## src/rtl/des_decrypt_key_scheduler.sv

```systemverilog
// des_decrypt_key_scheduler
// Produces the DES round keys K16..K1 for the decrypt datapath, one per
// valid/ready handshake. The PC-1 halves C and D are rotated right so the
// schedule walks the encrypt key sequence backwards. A start on the final
// handshake reloads immediately, so schedules run back to back with no gap.
module des_decrypt_key_scheduler (
  input  logic        clk,
  input  logic        reset,
  input  logic        start_din,
  input  logic [0:55] key_din,
  input  logic        key_ready_din,
  output logic        busy_dout,
  output logic        key_valid_dout,
  output logic [0:47] round_key_dout,
  output logic [3:0]  round_index_dout,
  output logic        last_dout
);

  typedef enum logic {IDLE, RUN} state_t;

  state_t      state_q, state_d;
  logic [0:27] c_q, c_d;
  logic [0:27] d_q, d_d;
  logic [3:0]  round_q, round_d;

  logic        handshake;
  logic        final_round;
  logic        single_shift;
  logic [0:55] cd;

  // Handshake qualification and the rotate amount for the step leaving round_q
  always_comb begin
    handshake    = (state_q == RUN) && key_ready_din;
    final_round  = (round_q == 4'd15);
    single_shift = (round_q == 4'd0) || (round_q == 4'd7) || (round_q == 4'd14);
  end

  // State register: FSM, key halves and round counter, cleared by reset
  always_ff @(posedge clk) begin
    if (reset) begin
      state_q <= IDLE;
      c_q     <= '0;
      d_q     <= '0;
      round_q <= '0;
    end else begin
      state_q <= state_d;
      c_q     <= c_d;
      d_q     <= d_d;
      round_q <= round_d;
    end
  end

  // Next-state logic: load on start, rotate right on each handshake
  always_comb begin
    state_d = state_q;
    c_d     = c_q;
    d_d     = d_q;
    round_d = round_q;
    case (state_q)
      IDLE: begin
        if (start_din) begin
          state_d = RUN;
          c_d     = key_din[0:27];
          d_d     = key_din[28:55];
          round_d = 4'd0;
        end
      end
      RUN: begin
        if (handshake) begin
          if (final_round) begin
            if (start_din) begin
              state_d = RUN;
              c_d     = key_din[0:27];
              d_d     = key_din[28:55];
              round_d = 4'd0;
            end else begin
              state_d = IDLE;
              round_d = 4'd0;
            end
          end else begin
            if (single_shift) begin
              c_d = {c_q[27], c_q[0:26]};
              d_d = {d_q[27], d_q[0:26]};
            end else begin
              c_d = {c_q[26:27], c_q[0:25]};
              d_d = {d_q[26:27], d_q[0:25]};
            end
            round_d = round_q + 4'd1;
          end
        end
      end
      default: begin
        state_d = IDLE;
      end
    endcase
  end

  // Output decode: status from registered state, round key via PC-2 of {C,D}
  always_comb begin
    busy_dout        = (state_q == RUN);
    key_valid_dout   = (state_q == RUN);
    round_index_dout = round_q;
    last_dout        = (state_q == RUN) && final_round;
    cd               = {c_q, d_q};
    round_key_dout   = {
      cd[13], cd[16], cd[10], cd[23], cd[0],  cd[4],
      cd[2],  cd[27], cd[14], cd[5],  cd[20], cd[9],
      cd[22], cd[18], cd[11], cd[3],  cd[25], cd[7],
      cd[15], cd[6],  cd[26], cd[19], cd[12], cd[1],
      cd[40], cd[51], cd[30], cd[36], cd[46], cd[54],
      cd[29], cd[39], cd[50], cd[44], cd[32], cd[47],
      cd[43], cd[48], cd[38], cd[55], cd[33], cd[52],
      cd[45], cd[41], cd[49], cd[35], cd[28], cd[31]
    };
  end

endmodule

```

## config.mk

```make
export PLATFORM = sky130hd
export DESIGN_NAME = des_decrypt_key_scheduler
export DESIGN_NICKNAME = d
export VERILOG_FILES = /design/src/rtl/des_decrypt_key_scheduler.sv
export SDC_FILE = /design/constraint.sdc
export NUM_CORES = 1
export LEC_CHECK = 0
export ABC_AREA = 1
export CORE_ASPECT_RATIO = 1.2
export CORE_MARGIN = 10
export CORE_UTILIZATION = 45
export DETAILED_ROUTE_END_ITERATION = 10
export HOLD_SLACK_MARGIN = 0.08
export PLACE_DENSITY = 0.8
export SLEW_MARGIN = 30
export SYNTH_ARGS = -nofsm -noshare
export SYNTH_HDL_FRONTEND = slang
export SYNTH_SLANG_ARGS = --single-unit
export TNS_END_PERCENT = 20
```

## constraint.sdc

```tcl
create_clock -name clk -period 1.5 [get_ports clk]
set_input_delay 0.225 -clock clk [delete_from_list [all_inputs] [get_ports clk]]
set_output_delay 0.225 -clock clk [all_outputs]
set_load 0.01 [all_outputs]
```

==> impl_table.tex, run 1 <==
\begin{tabular}{lr}
\hline
Metric & Value \\
\hline
\multicolumn{2}{l}{\textbf{Final layout}} \\
Most frequent cells in the layout & sky130\_fd\_sc\_hd\_\_nand2\_1 (116), sky130\_fd\_sc\_hd\_\_a21oi\_1 (114), sky130\_fd\_sc\_hd\_\_o21ai\_0 (105), sky130\_fd\_sc\_hd\_\_inv\_1 (59), sky130\_fd\_sc\_hd\_\_clkdlybuf4s50\_1 (58) \\
Summed area of non-filler cells in the final layout & between 5000 and 6000 sq um \\
Net total in the final layout & about 780 \\
Utilization after layout & 63.12\% \\
Commonest non-fill, non-tap cell in the layout & sky130\_fd\_sc\_hd\_\_nand2\_1 \\
Area overhead of the layout relative to synthesis & 35.40\% \\
Fraction of final layout cells with drive strength greater than 1 & approximately an eighth \\
Antenna diodes & 0 \\
\multicolumn{2}{l}{\textbf{Global routing}} \\
Wire length of the first global-routing pass & 22540 microns \\
Maximum number of pins on one net before global-route repair & 56 \\
Number of global-route vias before repair & approximately 4600 \\
Total overflow reported by the global router & 0 \\
Initial antenna violation count & 0 \\
Total routing usage reported by global routing & 19.48\% \\
\multicolumn{2}{l}{\textbf{Worst setup path}} \\
CP top delay family & flip-flops \\
Highest-delay cell along the critical path & sky130\_fd\_sc\_hd\_\_dfxtp\_4 \\
Setup CP Type & register to register \\
Required @ worst endpoint & 1.73 ns \\
Maximum fanout along the worst path & 15 \\
CP bufs+invs & 3 \\
Worst reg2reg path startpoint & round\_index\_dout[0] \\
Maximum single-stage delay on the critical path & $\sim$0.40 ns \\
Type of origin of the critical path & register \\
Cell type with the highest occurrence count on the critical path & sky130\_fd\_sc\_hd\_\_nand3\_4 \\
Category of the worst setup path capture point & register \\
Endpoint arrival time on the critical path & 1.76 ns \\
Worst R2R End & c\_q[17] \\
Reg-to-reg setup timing slack & -0.03 ns \\
Launching instance or port of the critical path & round\_index\_dout[0] \\
Cells along the critical path & inv\_6 -> ha\_4 -> nand3\_4 -> nand3\_4 -> buf\_12 -> clkbuf\_16 -> o211ai\_1 -> a21oi\_1 \\
Register-to-Register Path Depth & 8 \\
\multicolumn{2}{l}{\textbf{Clocking}} \\
CTS root buf & sky130\_fd\_sc\_hd\_\_clkbuf\_8 \\
Clk\_lat worst skew & between 0.3 and 0.4 ns \\
Worst-case clock buffer depth & 2 \\
Clock tree from TritonCTS & built \\
Sinks on Clock Net & a little over 60 \\
Inserted Clock Buffers & 9 \\
Hold-fix buffer count after cts & 0 \\
Clock-pin transition on the worst setup and hold timing paths & $\sim$0.070 ns \\
Maximum level of the CTS H-tree & 3 \\
\multicolumn{2}{l}{\textbf{Floorplan}} \\
Site row count & 38 \\
Chip Width & around 110 microns \\
Die H & around 130 microns \\
Number of top-level pins & around 120 \\
Placeable core region & between 9000 and 10000 sq um \\
Area of the die & 13760 sq um \\
Initial Utilization & between 40\% and 50\% \\
\multicolumn{2}{l}{\textbf{Timing}} \\
Highest clock rate & $\sim$0.65 GHz \\
Hold WS & 0.3091 ns \\
Final setup margin & -0.03142 ns \\
Final period demand of the worst path & around 1.5 ns \\
Actual slew at the worst max-slew pin & roughly 0.26 ns \\
Unrepaired setup endpoints after global routing & true \\
Final hold violations & 0 \\
Remaining max-slew budget at the tightest pin & 82.87\% \\
Skew final & between 0.01 and 0.015 ns \\
Fin crit share & 102.1\% \\
Count of final setup violators & 6 \\
Number of pins with negative max-slew slack in the final report & 0 \\
\multicolumn{2}{l}{\textbf{Route}} \\
Via total after detailed routing & 4752 \\
Violation count after the first detailed-routing iteration & 374 \\
Overall routed net length & roughly 14000 microns \\
Number of optimization iterations in the first detailed-route pass & 5 \\
Average detailed-routed wire length per instance & around 17 microns \\
Vias per Instance & 5.677 \\
DRC errors left & 0 \\
Antenna Nets Post-Route & 0 \\
\multicolumn{2}{l}{\textbf{Yosys}} \\
Proportion of synthesized chip area in sequential cells & between 20\% and 30\% \\
Synth warn & 0 \\
Number of library cell types mapped by synthesis & 23 \\
Count of mapped cells out of synthesis & 651 \\
Top cells by area, synth & sky130\_fd\_sc\_hd\_\_dfxtp\_1 (29\%), sky130\_fd\_sc\_hd\_\_a21oi\_1 (13\%), sky130\_fd\_sc\_hd\_\_o21ai\_0 (12\%) \\
Post-Synthesis Cell Area & $\sim$4300 sq um \\
Top-area cell type share of the netlist area & between 20 and 30\% \\
Flops \& latches, synth & 61 \\
Post-synth top area cell & sky130\_fd\_sc\_hd\_\_dfxtp\_1 \\
Synthesized netlist net count & around 710 \\
Post-synthesis average cell area & roughly 6.5 sq um \\
\multicolumn{2}{l}{\textbf{Run}} \\
Number of violations of the max-capacitance limit & 0 \\
\multicolumn{2}{l}{\textbf{Power}} \\
Total power per unit cell area & a little under 900 nW/um\^{}2 \\
Share of power burned in combinational logic & about a third \\
Internal Power & 3.378 mW \\
Sequential share of power & slightly below 40\% \\
Maximum vdd ir drop & just under 0.0006 V \\
Static Leakage & 2.536 nW \\
Net Sw Frac & approximately 33\% \\
Net Sw Power & roughly 1.7 mW \\
Power after layout & between 5 and 6 mW \\
Clock power share & between 20 and 30\% \\
\multicolumn{2}{l}{\textbf{Outcome}} \\
Violated checks & negative setup slack \\
Status & complete, but fails checks \\
\multicolumn{2}{l}{\textbf{Worst hold path}} \\
Number of stages on the worst hold path & 3 \\
Hold WC Path Type & primary input to register \\
Hold Crit Start & start\_din \\
End point of the worst hold path & busy\_dout \\
\multicolumn{2}{l}{\textbf{Placed design}} \\
Placement-stage cell area & roughly 5300 sq um \\
Number of buffers inserted by port buffering & around 110 \\
Routability-driven placement congestion ratio & between 0.8 and 0.9 \\
Post-DP HPWL & $\sim$9300 microns \\
\hline
\end{tabular}
per-stage QoR:
step / TNS, ns / setup slack (ns) / instances
final: -0.06788 / -0.03142 / 837
after floorplan: 0 / 0.05245 / 651
after detailed placement: -1.020 / -0.06703 / 813
after global placement: -0.04398 / -0.04011 / 813
after CTS: -1.302 / -0.05469 / 834
after global routing: -2.190 / -0.1171 / 837
per-layer routing:
metal	wire length (microns)	vias up	global-route usage [%]	share of wire [%]
met5	0	-	0	0
met2	6820	255	33.25	48
li1	-	2290	-	-
met1	5744	2191	22.95	41
met3	1391	16	5.826	9.9
met4	160	0	5.361	1.1
power by group through the flow:
stage                     sequential, mW  clock [mW]  combinational (mW)
after global routing                1.96        1.60                1.76
after floorplan                     1.92           0               0.998
after detailed placement            1.97           0                1.53
final                               1.94        1.51                1.59
after global placement              1.97           0                1.49
after CTS                           1.93        1.53                1.55
how the worst max path moves through the flow:
stage	endpoint	slack, ns	depth (start not counted)
2_1_floorplan	c_q[19]	0.05	8
3_3_place_gp	last_dout	-0.04	4
3_5_place_dp	round_index_dout[3]	-0.07	7
4_1_cts	d_q[16]	-0.05	8
5_1_grt	c_q[17]	-0.12	8
6_report	c_q[17]	-0.03	8
kinds of logic after synthesis:
family          synth area share (%)
flops                          28.70
compound gates                 37.05
fa+ha+maj                     0.8822
buf+inv                        20.70
simple gates                   12.67
synthesized netlist by cell type:
| cell type | number |
|---|---|
| sky130_fd_sc_hd__a21oi_1 | 114 |
| sky130_fd_sc_hd__nand2_1 | 119 |
| sky130_fd_sc_hd__ha_1 | 3 |
| sky130_fd_sc_hd__inv_2 | 5 |
| sky130_fd_sc_hd__nor2_2 | 1 |
| sky130_fd_sc_hd__o21ai_1 | 7 |
| sky130_fd_sc_hd__inv_1 | 61 |
| sky130_fd_sc_hd__buf_1 | 1 |
| sky130_fd_sc_hd__a211oi_1 | 1 |
| sky130_fd_sc_hd__nand3_2 | 4 |
| sky130_fd_sc_hd__dfxtp_1 | 61 |
| sky130_fd_sc_hd__buf_6 | 2 |
| sky130_fd_sc_hd__nand3_1 | 4 |
| sky130_fd_sc_hd__nand2_2 | 1 |
| sky130_fd_sc_hd__o21ai_0 | 105 |
| sky130_fd_sc_hd__nand4_1 | 2 |
| sky130_fd_sc_hd__a31oi_1 | 1 |
| sky130_fd_sc_hd__buf_4 | 52 |
| sky130_fd_sc_hd__o221a_2 | 1 |
| sky130_fd_sc_hd__clkbuf_1 | 19 |
| sky130_fd_sc_hd__o211ai_1 | 56 |
| sky130_fd_sc_hd__buf_2 | 29 |
| sky130_fd_sc_hd__nor2_1 | 2 |
layout make-up:
| class | count | area, sq um |
|---|---|---|
| fillers | 821 | 3367 |
| multi-input cells | 422 | 2258 |
| repair buffers | 153 | 1659 |
| flip-flops and latches | 61 | 1237 |
| inverters | 66 | 257.7 |
| clock buffers | 11 | 151.4 |
| well taps | 120 | 150.1 |
| clock inverters | 4 | 47.55 |
state kept, by name, indices dropped and copies added (netlist names):
name	count
round_index_dout	4
c_q	28
busy_dout	1
d_q	28
worst reg2reg max path, stage by stage (launching register included):
cell and delay [ns]:
sky130_fd_sc_hd__dfxtp_4 0.40, sky130_fd_sc_hd__inv_6 0.05, sky130_fd_sc_hd__ha_4 0.16, sky130_fd_sc_hd__nand3_4 0.09
sky130_fd_sc_hd__nand3_4 0.09, sky130_fd_sc_hd__buf_12 0.17, sky130_fd_sc_hd__clkbuf_16 0.18, sky130_fd_sc_hd__o211ai_1 0.18
sky130_fd_sc_hd__a21oi_1 0.10
timing repair:
action                                  CTS  global route
pin swaps                                 5             8
setup buffers                             1             2
endpoints found under the setup margin  110            56
hold endpoints to repair                  0             0
gates cloned                              5             2
gates resized for setup                  73            19
(Power assumes the default switching activity.)
==> run 2: changes to the inputs <==
- CORE_UTILIZATION: 45 -> 49
- PLACE_DENSITY: 0.8 -> 0.83
- clock period: 1.5 -> 1.7 ns (I/O delays scaled with it)
==> run 2 against run 1 <==
  * The flow now finishes without violations
  * Core utilization rose by 1.2 points
  * Sequential share of layout area grew 0.92 points
  * Worst setup slack improved by 0.078 ns
  * Combinational power shrank 13%
==> impl_table.tex, run 2 (synthesis results as in run 1) <==
\begin{tabular}{lr}
\hline
Metric & Value \\
\hline
\multicolumn{2}{l}{\textbf{Outcome}} \\
Status & finished, final reports clean \\
\multicolumn{2}{l}{\textbf{Final layout}} \\
Utilization after layout & between 60\% and 70\% \\
Fraction of final layout cells with drive strength greater than 1 & between 8 and 9\% \\
Count of fill cells added during filler insertion & 781 \\
Area overhead of the layout relative to synthesis & 28.82\% \\
Most frequent cells in the layout & sky130\_fd\_sc\_hd\_\_nand2\_1 (118), sky130\_fd\_sc\_hd\_\_a21oi\_1 (114), sky130\_fd\_sc\_hd\_\_clkdlybuf4s50\_1 (111), sky130\_fd\_sc\_hd\_\_o21ai\_0 (105), sky130\_fd\_sc\_hd\_\_inv\_1 (61) \\
Net total in the final layout & between 700 and 800 \\
Commonest non-fill, non-tap cell in the layout & sky130\_fd\_sc\_hd\_\_nand2\_1 \\
Summed area of non-filler cells in the final layout & 5482 sq um \\
Antenna diodes & 0 \\
\multicolumn{2}{l}{\textbf{Worst setup path}} \\
Category of the worst setup path capture point & output pin \\
Cells along the critical path & buf\_4 -> clkdlybuf4s50\_1 \\
Endpoint arrival time on the critical path & 1.40 ns \\
CP top delay family & buffers and inverters \\
Setup CP Type & register to output pin \\
Highest-delay cell along the critical path & sky130\_fd\_sc\_hd\_\_clkdlybuf4s50\_1 \\
Maximum fanout along the worst path & 6 \\
Required @ worst endpoint & about 1.4 ns \\
CP bufs+invs & 2 \\
Maximum single-stage delay on the critical path & between 0.5 and 0.6 ns \\
Reg-to-reg setup timing slack & 0.05 ns \\
Type of origin of the critical path & register \\
\multicolumn{2}{l}{\textbf{Power}} \\
Net Sw Frac & $\sim$32\% \\
Maximum vdd ir drop & approximately 0.00045 V \\
Share of power burned in combinational logic & 31.8\% \\
Clock power share & 28.9\% \\
Internal Power & slightly below 3 mW \\
Total power per unit cell area & about 790 nW/um\^{}2 \\
Net Sw Power & 1.409 mW \\
Static Leakage & about 2.2 nW \\
Sequential share of power & about two fifths \\
\multicolumn{2}{l}{\textbf{Clocking}} \\
CTS root buf & sky130\_fd\_sc\_hd\_\_clkbuf\_8 \\
Sinks on Clock Net & 61 \\
Clock tree from TritonCTS & built \\
Clk\_lat worst skew & 0.33 ns \\
Hold-fix buffer count after cts & 0 \\
Worst-case clock buffer depth & 2 \\
Maximum level of the CTS H-tree & 3 \\
Inserted Clock Buffers & 9 \\
Clock-pin transition on the worst setup and hold timing paths & $\sim$0.07 ns \\
\multicolumn{2}{l}{\textbf{Timing}} \\
Count of final setup violators & 0 \\
Final hold violations & 0 \\
Fin crit share & 97.26\% \\
Skew final & 0.006534 ns \\
Remaining max-slew budget at the tightest pin & 77.03\% \\
Number of pins with negative max-slew slack in the final report & 0 \\
Final period demand of the worst path & roughly 1.7 ns \\
Actual slew at the worst max-slew pin & $\sim$0.34 ns \\
Final setup margin & between 0.04 and 0.05 ns \\
Highest clock rate & a little over 0.6 GHz \\
\multicolumn{2}{l}{\textbf{Route}} \\
Via total after detailed routing & between 4000 and 5000 \\
Average detailed-routed wire length per instance & roughly 17 microns \\
Violation count after the first detailed-routing iteration & around 330 \\
Vias per Instance & between 5 and 6 \\
DRC errors left & 0 \\
Overall routed net length & 13650 microns \\
Number of optimization iterations in the first detailed-route pass & 5 \\
Antenna Nets Post-Route & 0 \\
\multicolumn{2}{l}{\textbf{Floorplan}} \\
Initial Utilization & 49.96\% \\
Site row count & 37 \\
Chip Width & $\sim$110 microns \\
Number of top-level pins & 115 \\
Placeable core region & approximately 8500 sq um \\
Die H & 122.1 microns \\
Area of the die & between 10000 and 15000 sq um \\
\multicolumn{2}{l}{\textbf{Global routing}} \\
Number of global-route vias before repair & 4299 \\
Total overflow reported by the global router & 0 \\
Wire length of the first global-routing pass & between 20000 and 25000 microns \\
Initial antenna violation count & 0 \\
Total routing usage reported by global routing & approximately a fifth \\
Maximum number of pins on one net before global-route repair & 67 \\
\multicolumn{2}{l}{\textbf{Run}} \\
Number of violations of the max-capacitance limit & 0 \\
\multicolumn{2}{l}{\textbf{Worst hold path}} \\
Hold WC Path Type & primary input to register \\
\multicolumn{2}{l}{\textbf{Placed design}} \\
Number of buffers inserted by port buffering & $\sim$110 \\
Worst setup slack after placement & roughly 0.095 ns \\
Routability-driven placement congestion ratio & 0.8624 \\
Placement-stage cell area & 5122 sq um \\
Post-DP HPWL & 8599 microns \\
\hline
\end{tabular}
run 2: timing repair:
item,CTS,global route
pin swaps,0,1
buffers inserted,0,2
cloned,0,7
endpoints found under the setup margin,2,31
gates resized for setup,3,5
run 2: power groups by stage:
stage	logic, mW	clock network, mW	registers (mW)
after floorplan	0.880	0	1.70
after global placement	1.23	0	1.73
after detailed placement	1.27	0	1.74
after CTS	1.27	1.26	1.71
after global routing	1.52	1.34	1.73
final	1.38	1.26	1.71
run 2: worst paths after layout:
check / endpoint / cells after the start / from
max reg2reg: d_q[3] / 8 / round_index_dout[0]
min reg2reg: c_q[8] / 2 / c_q[8]
min: busy_dout / 3 / start_din
max: round_index_dout[2] / 2 / round_index_dout[2]
run 2: per-layer routing:
metal | global-route usage, % | vias to the layer above | share of wire (%)
li1 | - | 2255 | -
met1 | 22.68 | 2164 | 40
met2 | 30.60 | 284 | 48
met3 | 5.652 | 31 | 9.4
met4 | 6.701 | 0 | 2.4
met5 | 0 | - | 0
run 2: final cells by class:
class                   count  area, sq um  share of cell area [%]
repair buffers            142         1514                   27.62
flip-flops and latches     61         1227                   22.39
inverters                  66        247.7                   4.520
well taps                 117        146.4                   2.671
multi-input cells         421         2166                   39.51
clock inverters             2        35.03                  0.6391
clock buffers              12        145.1                   2.648
run 2: worst reg2reg max path: stages (launching register included):
cell and delay (ns):
sky130_fd_sc_hd__dfxtp_2 0.34, sky130_fd_sc_hd__inv_1 0.09, sky130_fd_sc_hd__ha_1 0.21, sky130_fd_sc_hd__nand3_1 0.15, sky130_fd_sc_hd__nand3_4 0.10, sky130_fd_sc_hd__buf_4 0.18, sky130_fd_sc_hd__clkbuf_16 0.17, sky130_fd_sc_hd__o211ai_1 0.18
sky130_fd_sc_hd__a21oi_1 0.09
run 2: through the flow:
stage | total power, mW | setup TNS [ns] | hold WS, ns | cells
2_1_floorplan | 2.576 | 0 | 0.3241 | 651
3_3_place_gp | 2.966 | 0 | 0.5254 | 798
3_5_place_dp | 3.004 | 0 | 0.5296 | 798
4_1_cts | 4.247 | 0 | 0.2849 | 812
5_1_grt | 4.588 | -1.190 | 0.2813 | 821
6_report | 4.348 | 0 | 0.2934 | 821
